==> config.mk <==
export PLATFORM = sky130hd
export DESIGN_NAME = uninasoc_plic_irq_gateway
export DESIGN_NICKNAME = d
export VERILOG_FILES = /design/src/rtl/uninasoc_pkg.sv /design/src/rtl/uninasoc_plic_irq_gateway_if.sv /design/src/rtl/uninasoc_irq_gateway_line.sv /design/src/rtl/uninasoc_plic_irq_gateway.sv
export SDC_FILE = /design/constraint.sdc
export NUM_CORES = 1
export LEC_CHECK = 0
export CAP_MARGIN = 20
export CORE_MARGIN = 2
export CORE_UTILIZATION = 59
export CTS_BUF_LIST = sky130_fd_sc_hd__clkbuf_2
export DETAILED_ROUTE_END_ITERATION = 10
export DONT_BUFFER_PORTS = 1
export PLACE_DENSITY = 0.78
export SYNTH_ARGS = -nofsm -noshare
export SYNTH_HDL_FRONTEND = slang
export SYNTH_SLANG_ARGS = --single-unit
==> constraint.sdc <==
create_clock -name clock_i -period 1.98 [get_ports clock_i]
set_input_delay 0 -clock clock_i [delete_from_list [all_inputs] [get_ports clock_i]]
set_output_delay 0 -clock clock_i [all_outputs]
set_load 0.01 [all_outputs]
==> src/rtl/uninasoc_pkg.sv <==
// Shared interrupt indices and gateway types for the PLIC path.
package uninasoc_pkg;

    localparam int unsigned PBUS_GPIOIN_INTERRUPT = 0;
    localparam int unsigned PBUS_TIM0_INTERRUPT   = 1;
    localparam int unsigned PBUS_TIM1_INTERRUPT   = 2;
    localparam int unsigned PBUS_UART_INTERRUPT   = 3;

    localparam int unsigned PLIC_NUM_LINES        = 32;
    localparam int unsigned PLIC_GPIOIN_INTERRUPT = 1;
    localparam int unsigned PLIC_TIM0_INTERRUPT   = 2;
    localparam int unsigned PLIC_TIM1_INTERRUPT   = 3;
    localparam int unsigned PLIC_UART_INTERRUPT   = 4;
    localparam int unsigned PLIC_HLS_INTERRUPT    = 5;
    localparam int unsigned PLIC_CDMA_INTERRUPT   = 6;

    // CDMA signals completion with short pulses, so its line is edge-triggered.
    localparam logic [31:0] PLIC_IRQ_EDGE_MASK = 32'h0000_0040;

    typedef enum logic [1:0] {
        GW_IDLE,
        GW_PENDING,
        GW_IN_SERVICE
    } irq_gw_state_t;

endpackage

==> src/rtl/uninasoc_plic_irq_gateway_if.sv <==
// PLIC claim/complete command bundle seen by every gateway line.
interface uninasoc_plic_irq_gateway_if #(
    parameter int unsigned ID_W = 5
);
    logic            claim_valid;
    logic [ID_W-1:0] claim_id;
    logic            complete_valid;
    logic [ID_W-1:0] complete_id;

    modport master (output claim_valid, claim_id, complete_valid, complete_id);
    modport slave  (input  claim_valid, claim_id, complete_valid, complete_id);
endinterface

==> src/rtl/uninasoc_irq_gateway_line.sv <==
// One PLIC line: request FSM, saturating pending-edge counter and sticky overflow flag.
module uninasoc_irq_gateway_line
    import uninasoc_pkg::*;
#(
    parameter int unsigned LINE_ID    = 1,
    parameter int unsigned ID_W       = 5,
    parameter bit          EDGE_MODE  = 1'b0,
    parameter int unsigned EDGE_CNT_W = 4
) (
    input  logic                        i_clk,
    input  logic                        i_rst,
    input  logic                        i_level,
    input  logic                        i_edge,
    uninasoc_plic_irq_gateway_if.slave  cmd_if,
    output logic                        o_irq,
    output logic                        o_in_service,
    output logic                        o_overflow
);

    irq_gw_state_t         r_state;
    logic [EDGE_CNT_W-1:0] r_cnt;
    logic                  r_irq;
    logic                  r_in_service;
    logic                  r_overflow;

    logic w_claim_hit;
    logic w_complete_hit;
    logic w_req;
    logic w_inc;
    logic w_dec;

    // Commands only act when they match the current state; anything else is ignored.
    assign w_claim_hit    = cmd_if.claim_valid && (cmd_if.claim_id == ID_W'(LINE_ID))
                            && (r_state == GW_PENDING);
    assign w_complete_hit = cmd_if.complete_valid && (cmd_if.complete_id == ID_W'(LINE_ID))
                            && (r_state == GW_IN_SERVICE);
    assign w_req = EDGE_MODE ? (r_cnt != '0) : i_level;
    assign w_inc = EDGE_MODE && i_edge;
    assign w_dec = EDGE_MODE && w_claim_hit;

    always_ff @(posedge i_clk) begin
        if (i_rst) begin
            r_state      <= GW_IDLE;
            r_cnt        <= '0;
            r_irq        <= 1'b0;
            r_in_service <= 1'b0;
            r_overflow   <= 1'b0;
        end else begin
            unique case (r_state)
                GW_IDLE: begin
                    if (w_req) begin
                        r_state <= GW_PENDING;
                        r_irq   <= 1'b1;
                    end
                end
                GW_PENDING: begin
                    if (w_claim_hit) begin
                        r_state      <= GW_IN_SERVICE;
                        r_irq        <= 1'b0;
                        r_in_service <= 1'b1;
                    end
                end
                GW_IN_SERVICE: begin
                    if (w_complete_hit) begin
                        r_state      <= GW_IDLE;
                        r_in_service <= 1'b0;
                    end
                end
                default: begin
                    r_state      <= GW_IDLE;
                    r_irq        <= 1'b0;
                    r_in_service <= 1'b0;
                end
            endcase

            // A new edge and a claim in the same cycle cancel out.
            if (w_inc && !w_dec) begin
                if (r_cnt == '1) begin
                    r_overflow <= 1'b1;
                end else begin
                    r_cnt <= r_cnt + 1'b1;
                end
            end else if (w_dec && !w_inc) begin
                r_cnt <= r_cnt - 1'b1;
            end
        end
    end

    assign o_irq        = r_irq;
    assign o_in_service = r_in_service;
    assign o_overflow   = r_overflow;

endmodule

==> src/rtl/uninasoc_plic_irq_gateway.sv <==
// Maps interrupt sources onto PLIC lines, synchronises them and gates each through a per-line FSM.
module uninasoc_plic_irq_gateway
    import uninasoc_pkg::*;
#(
    parameter int unsigned          NUM_LINES   = PLIC_NUM_LINES,
    parameter int unsigned          SYNC_STAGES = 2,
    parameter logic [NUM_LINES-1:0] EDGE_MASK   = NUM_LINES'(PLIC_IRQ_EDGE_MASK),
    parameter int unsigned          EDGE_CNT_W  = 4
) (
    input  logic                         clock_i,
    input  logic                         reset_i,
    input  logic [3:0]                   pbus_irq_i,
    input  logic                         hls_irq_i,
    input  logic                         cdma_irq_i,
    input  logic                         claim_valid_i,
    input  logic [$clog2(NUM_LINES)-1:0] claim_id_i,
    input  logic                         complete_valid_i,
    input  logic [$clog2(NUM_LINES)-1:0] complete_id_i,
    output logic [NUM_LINES-1:0]         plic_irq_o,
    output logic [NUM_LINES-1:0]         in_service_o,
    output logic [NUM_LINES-1:0]         overflow_o
);

    localparam int unsigned ID_W = $clog2(NUM_LINES);

    logic [NUM_LINES-1:1] w_src;
    logic [NUM_LINES-1:1] w_s;
    logic [NUM_LINES-1:1] w_edge;
    logic [NUM_LINES-1:1] r_s_q;

    uninasoc_plic_irq_gateway_if #(.ID_W(ID_W)) u_cmd_if ();

    assign u_cmd_if.claim_valid    = claim_valid_i;
    assign u_cmd_if.claim_id       = claim_id_i;
    assign u_cmd_if.complete_valid = complete_valid_i;
    assign u_cmd_if.complete_id    = complete_id_i;

    always_comb begin
        w_src = '0;
        w_src[PLIC_GPIOIN_INTERRUPT] = pbus_irq_i[PBUS_GPIOIN_INTERRUPT];
        w_src[PLIC_TIM0_INTERRUPT]   = pbus_irq_i[PBUS_TIM0_INTERRUPT];
        w_src[PLIC_TIM1_INTERRUPT]   = pbus_irq_i[PBUS_TIM1_INTERRUPT];
        w_src[PLIC_UART_INTERRUPT]   = pbus_irq_i[PBUS_UART_INTERRUPT];
        w_src[PLIC_HLS_INTERRUPT]    = hls_irq_i;
        w_src[PLIC_CDMA_INTERRUPT]   = cdma_irq_i;
    end

    if (SYNC_STAGES == 0) begin : g_nosync
        assign w_s = w_src;
    end else begin : g_sync
        logic [NUM_LINES-1:1] r_sync [SYNC_STAGES];

        always_ff @(posedge clock_i) begin
            if (reset_i) begin
                for (int unsigned k = 0; k < SYNC_STAGES; k++) begin
                    r_sync[k] <= '0;
                end
            end else begin
                r_sync[0] <= w_src;
                for (int unsigned k = 1; k < SYNC_STAGES; k++) begin
                    r_sync[k] <= r_sync[k-1];
                end
            end
        end

        assign w_s = r_sync[SYNC_STAGES-1];
    end

    always_ff @(posedge clock_i) begin
        if (reset_i) begin
            r_s_q <= '0;
        end else begin
            r_s_q <= w_s;
        end
    end

    assign w_edge = w_s & ~r_s_q;

    // Line 0 is reserved by the PLIC and never requests.
    assign plic_irq_o[0]   = 1'b0;
    assign in_service_o[0] = 1'b0;
    assign overflow_o[0]   = 1'b0;

    for (genvar l = 1; l < NUM_LINES; l++) begin : g_line
        uninasoc_irq_gateway_line #(
            .LINE_ID    (l),
            .ID_W       (ID_W),
            .EDGE_MODE  (EDGE_MASK[l]),
            .EDGE_CNT_W (EDGE_CNT_W)
        ) u_line (
            .i_clk        (clock_i),
            .i_rst        (reset_i),
            .i_level      (w_s[l]),
            .i_edge       (w_edge[l]),
            .cmd_if       (u_cmd_if),
            .o_irq        (plic_irq_o[l]),
            .o_in_service (in_service_o[l]),
            .o_overflow   (overflow_o[l])
        );
    end

endmodule

==> out/metrics.json, run 1 <==
{
  "detailroute.via_count": {"value": 4150},
  "worstSetupStartpointType": {"value": "flop"},
  "ys_types": {"value": 49},
  "cts_root_buf": {"value": "sky130_fd_sc_hd__clkbuf_2"},
  "post_synth_instance_area": {"value": 0.00536, "unit": "mm2"},
  "synth_enable_flop_cells": {"value": 0},
  "die_w": {"value": 99.3, "unit": "um"},
  "pwr_density_cell": {"value": 728, "unit": "mW/mm2"},
  "detail-route-antenna-nets": {"value": 0},
  "hold_path_class": {"value": "in -> reg"},
  "die_area": {"value": 0.00986, "unit": "mm2"},
  "req_time_crit_path": {"value": 2.54, "unit": "ns"},
  "synth_ff_type": {"value": "sky130_fd_sc_hd__dfxtp_1"},
  "worst_r2r_startpoint": {"value": "g_line[6].u_line.r_state[1]$_SDFFE_PP0P_"},
  "std_cell_rows": {"value": 34},
  "slew_viol_final": {"value": 0},
  "length_of_the_first_detailed_routing_pass_in_iterations": {"value": 5},
  "crit_start": {"value": "g_line[6].u_line.r_state[1]$_SDFFE_PP0P_"},
  "clk_pin_slew_worst_paths": {"value": 0.16, "unit": "ns"},
  "static-leakage-power": {"value": 2.10, "unit": "nW"},
  "slew_headroom": {"value": 0.516},
  "detailed_place_hpwl": {"value": 8.11, "unit": "mm"},
  "drc": {"value": 0},
  "post_syn_instances": {"value": 595},
  "max-vdd-ir-drop": {"value": 0.000345, "unit": "V"},
  "synth_top_cells_by_count": {"value": "117 x sky130_fd_sc_hd__dfxtp_1, 96 x sky130_fd_sc_hd__buf_4, 59 x sky130_fd_sc_hd__a21oi_1, 37 x sky130_fd_sc_hd__nand3b_1, 36 x sky130_fd_sc_hd__nand2_1"},
  "crit_arrival": {"value": 2.56, "unit": "ns"},
  "antenna-diode-count": {"value": 0},
  "synth_area_leaders": {"value": "sky130_fd_sc_hd__dfxtp_1 44%, sky130_fd_sc_hd__buf_4 13%, sky130_fd_sc_hd__a21oi_1 5.5%"},
  "globalRoute.totalOverflow": {"value": 0},
  "setup_viol": {"value": 1},
  "max_slew.worst_pin.slew": {"value": 0.719, "unit": "ns"},
  "final_core_utilization": {"value": 0.636},
  "htree_levels": {"value": 4},
  "finalCriticalPeriod": {"value": 2.00, "unit": "ns"},
  "worst_skew_pair.late_latency": {"value": 0.64, "unit": "ns"},
  "clock_sinks": {"value": 117},
  "clock_power_share": {"value": 0.306},
  "pin_count_of_the_biggest_net_entering_global_routing": {"value": 93},
  "totalNegativeSetupSlack": {"value": -0.0173, "unit": "ns"},
  "core_area": {"value": 0.00876, "unit": "mm2"},
  "worstSetupEndpoint": {"value": "g_line[6].u_line.r_cnt[3]$_SDFFE_PP0P_"},
  "area_growth_syn_to_layout": {"value": 4.02, "unit": "%"},
  "timing.clock.skew": {"value": 0.0214, "unit": "ns"},
  "internal_power": {"value": 2.99, "unit": "mW"},
  "ctsLongestPathBuffers": {"value": 2},
  "total_switching_power": {"value": 1.06, "unit": "mW"},
  "critical_path_class": {"value": "reg -> reg"},
  "tritoncts_clock_tree": {"value": "yes"},
  "sw_frac_of_total": {"value": 0.262},
  "wl": {"value": 12.0, "unit": "mm"},
  "setup_ws": {"value": -0.0173, "unit": "ns"},
  "synthesis.yosys.warnings": {"value": 0},
  "crit-reg2reg-capture": {"value": "g_line[6].u_line.r_cnt[3]$_SDFFE_PP0P_"},
  "nNetsFinal": {"value": 605},
  "gp_congestion": {"value": 0.839},
  "syn_avg_cell_area": {"value": 9.01, "unit": "um2"},
  "tritoncts_buffer_count": {"value": 17},
  "ys_seq_area_frac": {"value": 0.437},
  "wire_per_inst": {"value": 17.2, "unit": "um"},
  "finalCritPeriodShare": {"value": 1.01},
  "hold_viol_final": {"value": 0},
  "yosys.area.top_type": {"value": "sky130_fd_sc_hd__dfxtp_1"},
  "drt_first_iter_violations": {"value": 339},
  "first_pass_grt_wire_length": {"value": 19.2, "unit": "mm"},
  "maxCapViolations": {"value": 0},
  "initial_antenna_violation_count": {"value": 0},
  "ys_ff_latch": {"value": 117},
  "seq_power_share": {"value": 0.603},
  "result_of_the_run": {"value": "complete, but fails checks"},
  "regToRegSetupSlack": {"value": -0.02, "unit": "ns"},
  "rr_worst_depth": {"value": 8},
  "clock.fmax": {"value": 0.501, "unit": "GHz"},
  "first_global_vias": {"value": 3857},
  "kind_of_capture_point_of_the_worst_setup_path": {"value": "flop"},
  "critical_path_peak_fanout": {"value": 4},
  "share_comb_of_total_power": {"value": 0.091},
  "grt_total_usage": {"value": 0.247},
  "avgViaCountPerCell": {"value": 5.91},
  "initial_core_util": {"value": 0.612},
  "violations": {"value": "setup timing"},
  "post-synth-top-area-fraction": {"value": 0.437},
  "rsz0062_at_grt": {"value": "true"},
  "io_pins": {"value": 116},
  "die_height": {"value": 99.3, "unit": "um"},
  "buffer_ports.inserted": {"value": 0},
  "post_route_cells_drive_above_1_share": {"value": 0.0926},
  "synth_async_sr_flop_share": {"value": 0},
  "yosys.cell_count.top_type": {"value": "sky130_fd_sc_hd__dfxtp_1"}
}
## metal layers
layer / global-route usage / up-vias / share of wire
met5: 0 / - / 0
met4: 0.110 / 0 / 0.034
met3: 0.0956 / 41 / 0.081
met1: 0.278 / 1971 / 0.39
li1: - / 1964 / -
met2: 0.414 / 174 / 0.49
## power by group through the flow
stage | combinational (mW) | sequential (mW) | clock (mW)
global placement | 0.224 | 2.49 | 0
finish | 0.370 | 2.44 | 1.24
detailed placement | 0.234 | 2.49 | 0
CTS | 0.344 | 2.44 | 1.27
global route | 0.405 | 2.45 | 1.39
floorplan | 0.296 | 2.47 | 0
## cell type report
| class | instances | area [um2] |
|---|---|---|
| Fill cell | 725 | 3190 |
| Tap cell | 108 | 135 |
| Inverter | 9 | 33.8 |
| Sequential cell | 117 | 2340 |
| Timing Repair Buffer | 55 | 541 |
| Clock inverter | 9 | 62.6 |
| Clock buffer | 22 | 110 |
| Multi-Input combinational cell | 382 | 2350 |
## cells in the final DEF, fill, tap and decap left out, types with 9 or more instances in the layout
master / synthesis / routed
sky130_fd_sc_hd__dlygate4sd3_1: 0 / 37
sky130_fd_sc_hd__nand3b_1: 37 / 37
sky130_fd_sc_hd__conb_1: 1 / 33
sky130_fd_sc_hd__nor2_1: 35 / 35
sky130_fd_sc_hd__buf_4: 96 / 14
sky130_fd_sc_hd__a21oi_1: 59 / 58
sky130_fd_sc_hd__dfxtp_1: 117 / 116
sky130_fd_sc_hd__and3_1: 28 / 28
sky130_fd_sc_hd__clkbuf_2: 0 / 22
sky130_fd_sc_hd__nor2b_1: 18 / 18
sky130_fd_sc_hd__nand2_1: 36 / 36
sky130_fd_sc_hd__nand2b_1: 9 / 9
sky130_fd_sc_hd__o21ai_0: 31 / 31
sky130_fd_sc_hd__nor4b_1: 28 / 28
## repair_timing
item | CTS | global route
hold buffers | 42 | 0
buffers inserted | 1 | 3
hold endpoints to repair | 117 | 0
endpoints found under the setup margin | 1 | 4
resized for setup | 4 | 9
pin swaps | 0 | 6
## through the flow
step	hold slack, ns	setup WS, ns	power (mW)	instance area [um2]	instances
after floorplan	0.128	0.0686	2.77	5480	627
after global placement	0.0795	0.0514	2.72	4870	626
after detailed placement	0.0796	-0.0835	2.73	4870	626
after CTS	0.178	0.0142	4.06	5510	700
after global routing	0.154	-0.0867	4.25	5570	702
final	0.179	-0.0173	4.06	5570	702
## flip-flops by register name, summed over array words and instances (netlist names)
| signal | cells |
|---|---|
| g_line.u_line.r_state | 50 |
| g_line.u_line.r_cnt | 4 |
| g_line.u_line.o_irq | 31 |
| r_s_q | 1 |
| g_line.u_line.o_in_service | 18 |
| g_sync.r_sync | 12 |
| g_line.u_line.o_overflow | 1 |
## critical path: stages (launching register included)
cell and delay, ns:
sky130_fd_sc_hd__dfxtp_2 0.36, sky130_fd_sc_hd__and4bb_2 0.25, sky130_fd_sc_hd__a21oi_4 0.13, sky130_fd_sc_hd__inv_2 0.07, sky130_fd_sc_hd__buf_4 0.15, sky130_fd_sc_hd__ha_4 0.29, sky130_fd_sc_hd__a21oi_2 0.08, sky130_fd_sc_hd__or4_4 0.51
sky130_fd_sc_hd__o311ai_4 0.10
## cells by family after synthesis
logic type / count (synthesis) / share of synthesized area
mux: 5 / 0.00934
xor+xnor: 1 / 0.00163
fa+ha+maj: 3 / 0.00840
buf+inv: 128 / 0.159
simple gates: 230 / 0.266
compound gates: 110 / 0.118
other cells: 1 / 0.000700
flops: 117 / 0.437
## worst min-delay path by stage
stage	from	end	slack (ns)	cells after the start
after floorplan	pbus_irq_i[0]	g_sync.r_sync[0][0]$_SDFF_PP0_	0.13	1
after global placement	reset_i	g_line[28].u_line.o_in_service$_SDFFE_PP0P_	0.08	1
after detailed placement	reset_i	g_line[8].u_line.r_state[1]$_SDFFE_PP0P_	0.08	1
after CTS	claim_id_i[3]	g_line[2].u_line.o_in_service$_SDFFE_PP0P_	0.18	4
after global routing	claim_valid_i	g_line[13].u_line.r_state[1]$_SDFFE_PP0P_	0.15	5
final	claim_id_i[0]	g_line[12].u_line.o_in_service$_SDFFE_PP0P_	0.18	4
Note: power is estimated with default switching activity, not from simulation.
==> inputs of run 2 (changes only) <==
SETUP_SLACK_MARGIN = 0.4   (was default)
==> out/metrics.json, run 2 (synthesis results as in run 1) <==
{
  "register_area": {"value": 0.00234, "unit": "mm2", "change": "about the same"},
  "nNetsFinal": {"value": 619, "change": "was 605"},
  "grt_total_usage": {"value": 0.246, "change": "was 0.247"},
  "internal_power": {"value": 3.27, "unit": "mW", "change": "was 2.99 mW"},
  "wire_per_inst": {"value": 17.0, "unit": "um", "change": "was 17.2 um"},
  "die_height": {"value": 99.3, "unit": "um", "change": "unchanged"},
  "max_slew.worst_pin.slew": {"value": 0.824, "unit": "ns", "change": "was 0.719 ns"},
  "holdCritStartpoint": {"value": "claim_id_i[1]", "change": "was claim_id_i[0]"},
  "maxCapViolations": {"value": 0, "change": "unchanged"},
  "htree_levels": {"value": 4, "change": "unchanged"},
  "multi_input_comb_area": {"value": 0.00232, "unit": "mm2", "change": "was 0.00235 mm2"},
  "clock.fmax": {"value": 0.515, "unit": "GHz", "change": "was 0.501 GHz"},
  "globalRoute.totalOverflow": {"value": 0, "change": "unchanged"},
  "rr_worst_depth": {"value": 8, "change": "unchanged"},
  "top_register": {"value": "g_line.u_line.r_state", "change": "unchanged"},
  "finalCritPeriodShare": {"value": 0.981, "change": "was 1.01"},
  "setup_viol": {"value": 0, "change": "was 1"},
  "clock_power_share": {"value": 0.363, "change": "was 0.306"},
  "timing.clock.skew": {"value": 0.0220, "unit": "ns", "change": "was 0.0214 ns"},
  "crit_chain": {"value": "and4bb_2, a21oi_4, inv_2, ha_4, a21o_1, a21oi_2, or4_1, o311ai_1", "change": "was and4bb_2, a21oi_4, inv_2, buf_4, ha_4, a21oi_2, or4_4, o311ai_4"},
  "violations": {"value": "hold timing", "change": "was setup timing"},
  "tritoncts_clock_tree": {"value": "yes", "change": "unchanged"},
  "hold_path_class": {"value": "in -> reg", "change": "unchanged"},
  "final_common_cell": {"value": "sky130_fd_sc_hd__dfxtp_1", "change": "unchanged"},
  "initial_antenna_violation_count": {"value": 0, "change": "unchanged"},
  "tritoncts_buffer_count": {"value": 17, "change": "unchanged"},
  "flip_flop_count_of_the_largest_register_all_copies_and_words_added": {"value": 50, "change": "unchanged"},
  "worst_r2r_startpoint": {"value": "g_line[6].u_line.r_state[1]$_SDFFE_PP0P_", "change": "unchanged"},
  "area_growth_syn_to_layout": {"value": 7.66, "unit": "%", "change": "was 4.02%"},
  "core_area": {"value": 0.00876, "unit": "mm2", "change": "unchanged"},
  "cpPeakStageDelay": {"value": 0.41, "unit": "ns", "change": "was 0.51 ns"},
  "worstSetupStartpointType": {"value": "flop", "change": "unchanged"},
  "result_of_the_run": {"value": "complete, but fails checks", "change": "unchanged"},
  "wl": {"value": 12.2, "unit": "mm", "change": "was 12.0 mm"},
  "ctsLongestPathBuffers": {"value": 2, "change": "unchanged"},
  "worst_skew_pair.late_latency": {"value": 0.64, "unit": "ns", "change": "about the same"},
  "layout.filler_cells": {"value": 696, "change": "was 725"},
  "min_path_cells": {"value": 4, "change": "unchanged"},
  "first_global_vias": {"value": 3829, "change": "was 3857"},
  "crit_start": {"value": "g_line[6].u_line.r_state[1]$_SDFFE_PP0P_", "change": "unchanged"},
  "top_library_cells_by_usage_in_the_layout_fill_and_taps_aside": {"value": "115 x sky130_fd_sc_hd__dfxtp_1, 58 x sky130_fd_sc_hd__a21oi_1, 52 x sky130_fd_sc_hd__dlygate4sd3_1", "change": "was 116 x sky130_fd_sc_hd__dfxtp_1, 58 x sky130_fd_sc_hd__a21oi_1, 37 x sky130_fd_sc_hd__nand3b_1, 37 x sky130_fd_sc_hd__dlygate4sd3_1, 36 x sky130_fd_sc_hd__nand2_1"},
  "clk_pin_slew_worst_paths": {"value": 0.17, "unit": "ns", "change": "was 0.16 ns"},
  "critical_path_peak_fanout": {"value": 3, "change": "was 4"},
  "timing.critical_path.slowest_stage_cell": {"value": "sky130_fd_sc_hd__or4_1", "change": "was sky130_fd_sc_hd__or4_4"},
  "crit_arrival": {"value": 2.49, "unit": "ns", "change": "was 2.56 ns"},
  "detailed_place_hpwl": {"value": 7.84, "unit": "mm", "change": "was 8.11 mm"},
  "sw_frac_of_total": {"value": 0.261, "change": "was 0.262"},
  "cts_root_buf": {"value": "sky130_fd_sc_hd__clkbuf_2", "change": "unchanged"},
  "critical_path_class": {"value": "reg -> reg", "change": "unchanged"},
  "avgViaCountPerCell": {"value": 5.79, "change": "was 5.91"},
  "slew_viol_final": {"value": 0, "change": "unchanged"},
  "gp_congestion": {"value": 0.860, "change": "was 0.839"},
  "detailroute.via_count": {"value": 4153, "change": "was 4150"},
  "die_w": {"value": 99.3, "unit": "um", "change": "unchanged"},
  "drc": {"value": 0, "change": "unchanged"},
  "antenna-diode-count": {"value": 0, "change": "unchanged"},
  "detail-route-antenna-nets": {"value": 0, "change": "unchanged"},
  "first_pass_grt_wire_length": {"value": 19.1, "unit": "mm", "change": "was 19.2 mm"},
  "final_core_utilization": {"value": 0.658, "change": "was 0.636"},
  "hold-worst-slack": {"value": -0.257, "unit": "ns", "change": "was 0.179 ns"},
  "totalNegativeSetupSlack": {"value": 0, "unit": "ns", "change": "was -0.0173 ns"},
  "slew_headroom": {"value": 0.443, "change": "was 0.516"},
  "seq_power_share": {"value": 0.554, "change": "was 0.603"},
  "total_switching_power": {"value": 1.15, "unit": "mW", "change": "was 1.06 mW"},
  "initial_core_util": {"value": 0.612, "change": "unchanged"},
  "rsz0062_at_grt": {"value": "true", "change": "unchanged"},
  "die_area": {"value": 0.00986, "unit": "mm2", "change": "unchanged"},
  "req_time_crit_path": {"value": 2.53, "unit": "ns", "change": "was 2.54 ns"},
  "length_of_the_first_detailed_routing_pass_in_iterations": {"value": 5, "change": "unchanged"},
  "buffer_ports.inserted": {"value": 0, "change": "unchanged"},
  "kind_of_capture_point_of_the_worst_setup_path": {"value": "flop", "change": "unchanged"},
  "max-vdd-ir-drop": {"value": 0.000538, "unit": "V", "change": "was 0.000345 V"},
  "io_pins": {"value": 116, "change": "unchanged"},
  "hold_viol_final": {"value": 8, "change": "was 0"},
  "drt_first_iter_violations": {"value": 272, "change": "was 339"},
  "share_comb_of_total_power": {"value": 0.083, "change": "was 0.091"},
  "clock_sinks": {"value": 117, "change": "unchanged"},
  "post_route_cells_drive_above_1_share": {"value": 0.102, "change": "was 0.0926"},
  "pwr_density_cell": {"value": 766, "unit": "mW/mm2", "change": "was 728 mW/mm2"},
  "finalCriticalPeriod": {"value": 1.94, "unit": "ns", "change": "was 2.00 ns"},
  "std_cell_rows": {"value": 34, "change": "unchanged"},
  "static-leakage-power": {"value": 2.21, "unit": "nW", "change": "was 2.10 nW"},
  "pin_count_of_the_biggest_net_entering_global_routing": {"value": 93, "change": "unchanged"}
}
[run 2: changes by cell type in the layout (fill, tap and decap cells not counted), sizes merged]
cell and delta:
bufinv +2, dlygate4sd3 +15, buf -2, clkbuf -2, clkinv -1, clkinvlp +3
[run 2: final cells by class]
type                       instances  share of cell area
inverter                           9             0.00586
multi-input combinational        382               0.402
clock buffer                      19              0.0165
sequential                       117               0.406
clock inverter                    13              0.0275
timing repair buffer              69               0.118
tap                              108              0.0234
[run 2: power by group through the flow]
stage / combinational, mW / clock, mW / sequential (mW)
2_1_floorplan: 0.302 / 0 / 2.48
3_3_place_gp: 0.220 / 0 / 2.50
3_5_place_dp: 0.227 / 0 / 2.50
4_1_cts: 0.346 / 1.64 / 2.45
5_1_grt: 0.401 / 1.76 / 2.46
6_report: 0.367 / 1.61 / 2.45
[run 2: worst paths after layout]
path | slack (ns) | to
setup / recovery | 0.04 | g_line[6].u_line.r_cnt[3]$_SDFFE_PP0P_
hold / removal | -0.26 | g_line[8].u_line.r_state[1]$_SDFFE_PP0P_
setup reg to reg | 0.04 | g_line[6].u_line.r_cnt[3]$_SDFFE_PP0P_
hold reg to reg | 0.46 | g_sync.r_sync[0][31]$_SDFF_PP0_
[run 2: timing repair]
action | CTS | global route
endpoints found under the hold margin | 117 | 28
setup endpoints to repair | 3 | 45
pin swaps | 1 | 3
hold buffers | 44 | 13
buffers inserted | 4 | 2
resized for setup | 1 | 9
[run 2: critical path, delay by kind of cell (launching register included)]
family / cells / cell delay (ns)
simple gates: 2 / 0.66
flops: 1 / 0.36
compound gates: 4 / 0.53
buf+inv: 1 / 0.08
fa+ha+maj: 1 / 0.26
[run 2: routing by layer]
metal / track usage / routed length [um] / vias up
li1: - / - / 1983
met1: 0.292 / 5050 / 1972
met2: 0.406 / 5840 / 174
met3: 0.0998 / 1050 / 24
met4: 0.0811 / 235 / 0
met5: 0 / 0 / -
[run 2: metrics by stage]
stage               cells  cell area (um2)  power, mW  setup slack, ns
floorplan             627             5500       2.78            0.175
global placement      622             4870       2.72            0.122
detailed placement    622             4870       2.73           0.0538
CTS                   702             5610       4.43           0.0596
global route          717             5770       4.62          -0.0423
finish                717             5770       4.42           0.0386
==> inputs of run 3 (changes only) <==
--- a/config.mk
+++ b/config.mk
@@ -13,3 +13,3 @@
 export DONT_BUFFER_PORTS = 1
-export PLACE_DENSITY = 0.78
+export PLACE_DENSITY_LB_ADDON = 0.08
 export SETUP_SLACK_MARGIN = 0.4
--- a/constraint.sdc
+++ b/constraint.sdc
@@ -3,2 +3,2 @@
 set_output_delay 0 -clock clock_i [all_outputs]
-set_load 0.01 [all_outputs]
+set_load 0.05 [all_outputs]
==> out/metrics.json, run 3 (synthesis results as in run 1) <==
{
  "pwr_density_cell": {"value": 792, "unit": "mW/mm2", "change": "was 766 mW/mm2"},
  "detailed_place_hpwl": {"value": 7.75, "unit": "mm", "change": "was 7.84 mm"},
  "die_w": {"value": 99.3, "unit": "um", "change": "unchanged"},
  "first_global_vias": {"value": 3828, "change": "was 3829"},
  "worst_skew_pair.late_latency": {"value": 0.65, "unit": "ns", "change": "was 0.64 ns"},
  "avgViaCountPerCell": {"value": 5.61, "change": "was 5.79"},
  "final_common_cell": {"value": "sky130_fd_sc_hd__dfxtp_1", "change": "unchanged"},
  "tritoncts_clock_tree": {"value": "yes", "change": "unchanged"},
  "drc": {"value": 0, "change": "unchanged"},
  "rr_worst_depth": {"value": 8, "change": "unchanged"},
  "holdCritStartpoint": {"value": "claim_id_i[1]", "change": "unchanged"},
  "drt_first_iter_violations": {"value": 300, "change": "was 272"},
  "maxCapViolations": {"value": 0, "change": "unchanged"},
  "static-leakage-power": {"value": 2.31, "unit": "nW", "change": "was 2.21 nW"},
  "critical_path_peak_fanout": {"value": 3, "change": "unchanged"},
  "detail-route-antenna-nets": {"value": 0, "change": "unchanged"},
  "post_dp_cell_area": {"value": 0.00508, "unit": "mm2", "change": "was 0.00487 mm2"},
  "wire_per_inst": {"value": 15.9, "unit": "um", "change": "was 17.0 um"},
  "gp_congestion": {"value": 0.788, "change": "was 0.860"},
  "htree_levels": {"value": 4, "change": "unchanged"},
  "clock.fmax": {"value": 0.530, "unit": "GHz", "change": "was 0.515 GHz"},
  "tritoncts_buffer_count": {"value": 17, "change": "unchanged"},
  "flip_flop_count_of_the_largest_register_all_copies_and_words_added": {"value": 50, "change": "unchanged"},
  "layout.filler_cells": {"value": 736, "change": "was 696"},
  "buffer_ports.inserted": {"value": 0, "change": "unchanged"},
  "result_of_the_run": {"value": "complete, but fails checks", "change": "unchanged"},
  "crit_arrival": {"value": 2.46, "unit": "ns", "change": "was 2.49 ns"},
  "register_area": {"value": 0.00234, "unit": "mm2", "change": "unchanged"},
  "setup_viol": {"value": 0, "change": "unchanged"},
  "timing.clock.skew": {"value": 0.0211, "unit": "ns", "change": "was 0.0220 ns"},
  "detailroute.via_count": {"value": 4127, "change": "was 4153"},
  "final_core_utilization": {"value": 0.680, "change": "was 0.658"},
  "antenna-diode-count": {"value": 0, "change": "unchanged"},
  "req_time_crit_path": {"value": 2.56, "unit": "ns", "change": "was 2.53 ns"},
  "wl": {"value": 11.7, "unit": "mm", "change": "was 12.2 mm"},
  "post_route_cells_drive_above_1_share": {"value": 0.140, "change": "was 0.102"},
  "top_register": {"value": "g_line.u_line.r_state", "change": "unchanged"},
  "area_growth_syn_to_layout": {"value": 11.2, "unit": "%", "change": "was 7.66%"},
  "worstSetupStartpointType": {"value": "flop", "change": "unchanged"},
  "top_library_cells_by_usage_in_the_layout_fill_and_taps_aside": {"value": "115 x sky130_fd_sc_hd__dfxtp_1, 58 x sky130_fd_sc_hd__a21oi_1, 42 x sky130_fd_sc_hd__dlygate4sd3_1", "change": "was 115 x sky130_fd_sc_hd__dfxtp_1, 58 x sky130_fd_sc_hd__a21oi_1, 52 x sky130_fd_sc_hd__dlygate4sd3_1"},
  "pin_count_of_the_biggest_net_entering_global_routing": {"value": 93, "change": "unchanged"},
  "first_pass_grt_wire_length": {"value": 18.9, "unit": "mm", "change": "was 19.1 mm"},
  "slew_headroom": {"value": 0.534, "change": "was 0.443"},
  "max-vdd-ir-drop": {"value": 0.000452, "unit": "V", "change": "was 0.000538 V"},
  "hold_viol_final": {"value": 7, "change": "was 8"},
  "slew_viol_final": {"value": 0, "change": "unchanged"},
  "nNetsFinal": {"value": 638, "change": "was 619"},
  "cts_root_buf": {"value": "sky130_fd_sc_hd__clkbuf_2", "change": "unchanged"},
  "hold-worst-slack": {"value": -0.386, "unit": "ns", "change": "was -0.257 ns"},
  "length_of_the_first_detailed_routing_pass_in_iterations": {"value": 6, "change": "was 5"},
  "violations": {"value": "hold timing", "change": "unchanged"},
  "ctsLongestPathBuffers": {"value": 2, "change": "unchanged"},
  "io_pins": {"value": 116, "change": "unchanged"},
  "core_area": {"value": 0.00876, "unit": "mm2", "change": "unchanged"},
  "globalRoute.totalOverflow": {"value": 0, "change": "unchanged"},
  "finalCritPeriodShare": {"value": 0.953, "change": "was 0.981"},
  "crit-reg2reg-capture": {"value": "g_line[6].u_line.r_cnt[3]$_SDFFE_PP0P_", "change": "unchanged"},
  "std_cell_rows": {"value": 34, "change": "unchanged"},
  "grt_total_usage": {"value": 0.240, "change": "was 0.246"},
  "initial_antenna_violation_count": {"value": 0, "change": "unchanged"},
  "max_slew.worst_pin.slew": {"value": 0.692, "unit": "ns", "change": "was 0.824 ns"},
  "kind_of_capture_point_of_the_worst_setup_path": {"value": "flop", "change": "unchanged"},
  "clock_sinks": {"value": 117, "change": "unchanged"},
  "initial_core_util": {"value": 0.612, "change": "unchanged"},
  "totalNegativeSetupSlack": {"value": 0, "unit": "ns", "change": "unchanged"},
  "critical_path_class": {"value": "reg -> reg", "change": "unchanged"},
  "min_path_cells": {"value": 3, "change": "was 4"},
  "finalCriticalPeriod": {"value": 1.89, "unit": "ns", "change": "was 1.94 ns"},
  "die_height": {"value": 99.3, "unit": "um", "change": "unchanged"},
  "design_area": {"value": 0.00596, "unit": "mm2", "change": "was 0.00577 mm2"},
  "hold_path_class": {"value": "in -> reg", "change": "unchanged"},
  "multi_input_comb_area": {"value": 0.00236, "unit": "mm2", "change": "was 0.00232 mm2"},
  "holdPathEnd": {"value": "g_line[12].u_line.o_in_service$_SDFFE_PP0P_", "change": "was g_line[8].u_line.r_state[1]$_SDFFE_PP0P_"},
  "clk_pin_slew_worst_paths": {"value": 0.18, "unit": "ns", "change": "was 0.17 ns"},
  "die_area": {"value": 0.00986, "unit": "mm2", "change": "unchanged"},
  "worst_r2r_startpoint": {"value": "g_line[6].u_line.r_state[1]$_SDFFE_PP0P_", "change": "unchanged"},
  "rsz0062_at_grt": {"value": "true", "change": "unchanged"},
  "regToRegSetupSlack": {"value": 0.09, "unit": "ns", "change": "was 0.04 ns"}
}
==> run 3: cell count changes in the layout (fill, tap and decap cells not counted), sizes merged <==
| cell | delta |
|---|---|
| dlygate4sd3 | -10 |
| buf | +28 |
| dlymetal6s4s | +2 |
| clkbuf | -3 |
| clkinv | -1 |
| bufinv | +1 |
| inv | +1 |
==> run 3: stage by stage <==
step	std cells	worst slack [ns]	power, mW
final	735	0.0938	4.72
after global routing	735	-0.00281	4.89
after CTS	733	0.0926	4.72
after detailed placement	650	0.0702	2.91
after global placement	650	0.116	2.90
after floorplan	627	0.175	2.95
==> run 3: layout make-up <==
cell class,count,area share
Tap cell,108,0.0227
Clock inverter,14,0.0311
Timing Repair Buffer,88,0.137
Clock buffer,17,0.0143
Sequential cell,117,0.394
Inverter,9,0.00567
Multi-Input combinational cell,382,0.396
==> run 3: routing by layer <==
layer | vias up | track usage | share of wire
li1 | 2017 | - | -
met1 | 1967 | 0.296 | 0.43
met2 | 134 | 0.406 | 0.49
met3 | 9 | 0.0731 | 0.070
met4 | 0 | 0.0706 | 0.0099
met5 | - | 0 | 0
==> run 3: power by group <==
group          internal (mW)  switching (mW)
combinational          0.173           0.371
clock                  0.814           0.913
sequential              2.40          0.0469
==> run 3: critical path, stage by stage (launching register included) <==
cell and delay, ns:
sky130_fd_sc_hd__dfxtp_2 0.35, sky130_fd_sc_hd__and4bb_2 0.26, sky130_fd_sc_hd__a21oi_4 0.14, sky130_fd_sc_hd__inv_2 0.08, sky130_fd_sc_hd__ha_4 0.26, sky130_fd_sc_hd__a21o_1 0.17
sky130_fd_sc_hd__a21oi_2 0.07, sky130_fd_sc_hd__or4_1 0.40, sky130_fd_sc_hd__o311ai_1 0.09
==> run 3: what timing repair did <==
action / in CTS / in global routing
pin swaps: 3 / 1
gates resized for setup: 2 / 13
endpoints found under the setup margin: 3 / 33
hold buffers: 47 / 1
hold endpoints to repair: 117 / 8
buffers inserted: 5 / 1
==> run 3: worst max-delay path by stage <==
stage | start | to | slack, ns
finish | g_line[6].u_line.r_state[1]$_SDFFE_PP0P_ | g_line[6].u_line.r_cnt[3]$_SDFFE_PP0P_ | 0.09
detailed placement | g_line[6].u_line.r_state[0]$_SDFFE_PP0P_ | g_line[6].u_line.r_cnt[3]$_SDFFE_PP0P_ | 0.07
floorplan | g_line[6].u_line.r_state[0]$_SDFFE_PP0P_ | g_line[6].u_line.r_cnt[3]$_SDFFE_PP0P_ | 0.17
global route | g_line[6].u_line.r_state[1]$_SDFFE_PP0P_ | g_line[6].u_line.r_cnt[3]$_SDFFE_PP0P_ | -0.003
global placement | g_line[6].u_line.r_state[0]$_SDFFE_PP0P_ | g_line[6].u_line.r_cnt[3]$_SDFFE_PP0P_ | 0.12
CTS | g_line[6].u_line.r_state[1]$_SDFFE_PP0P_ | g_line[6].u_line.r_cnt[3]$_SDFFE_PP0P_ | 0.09
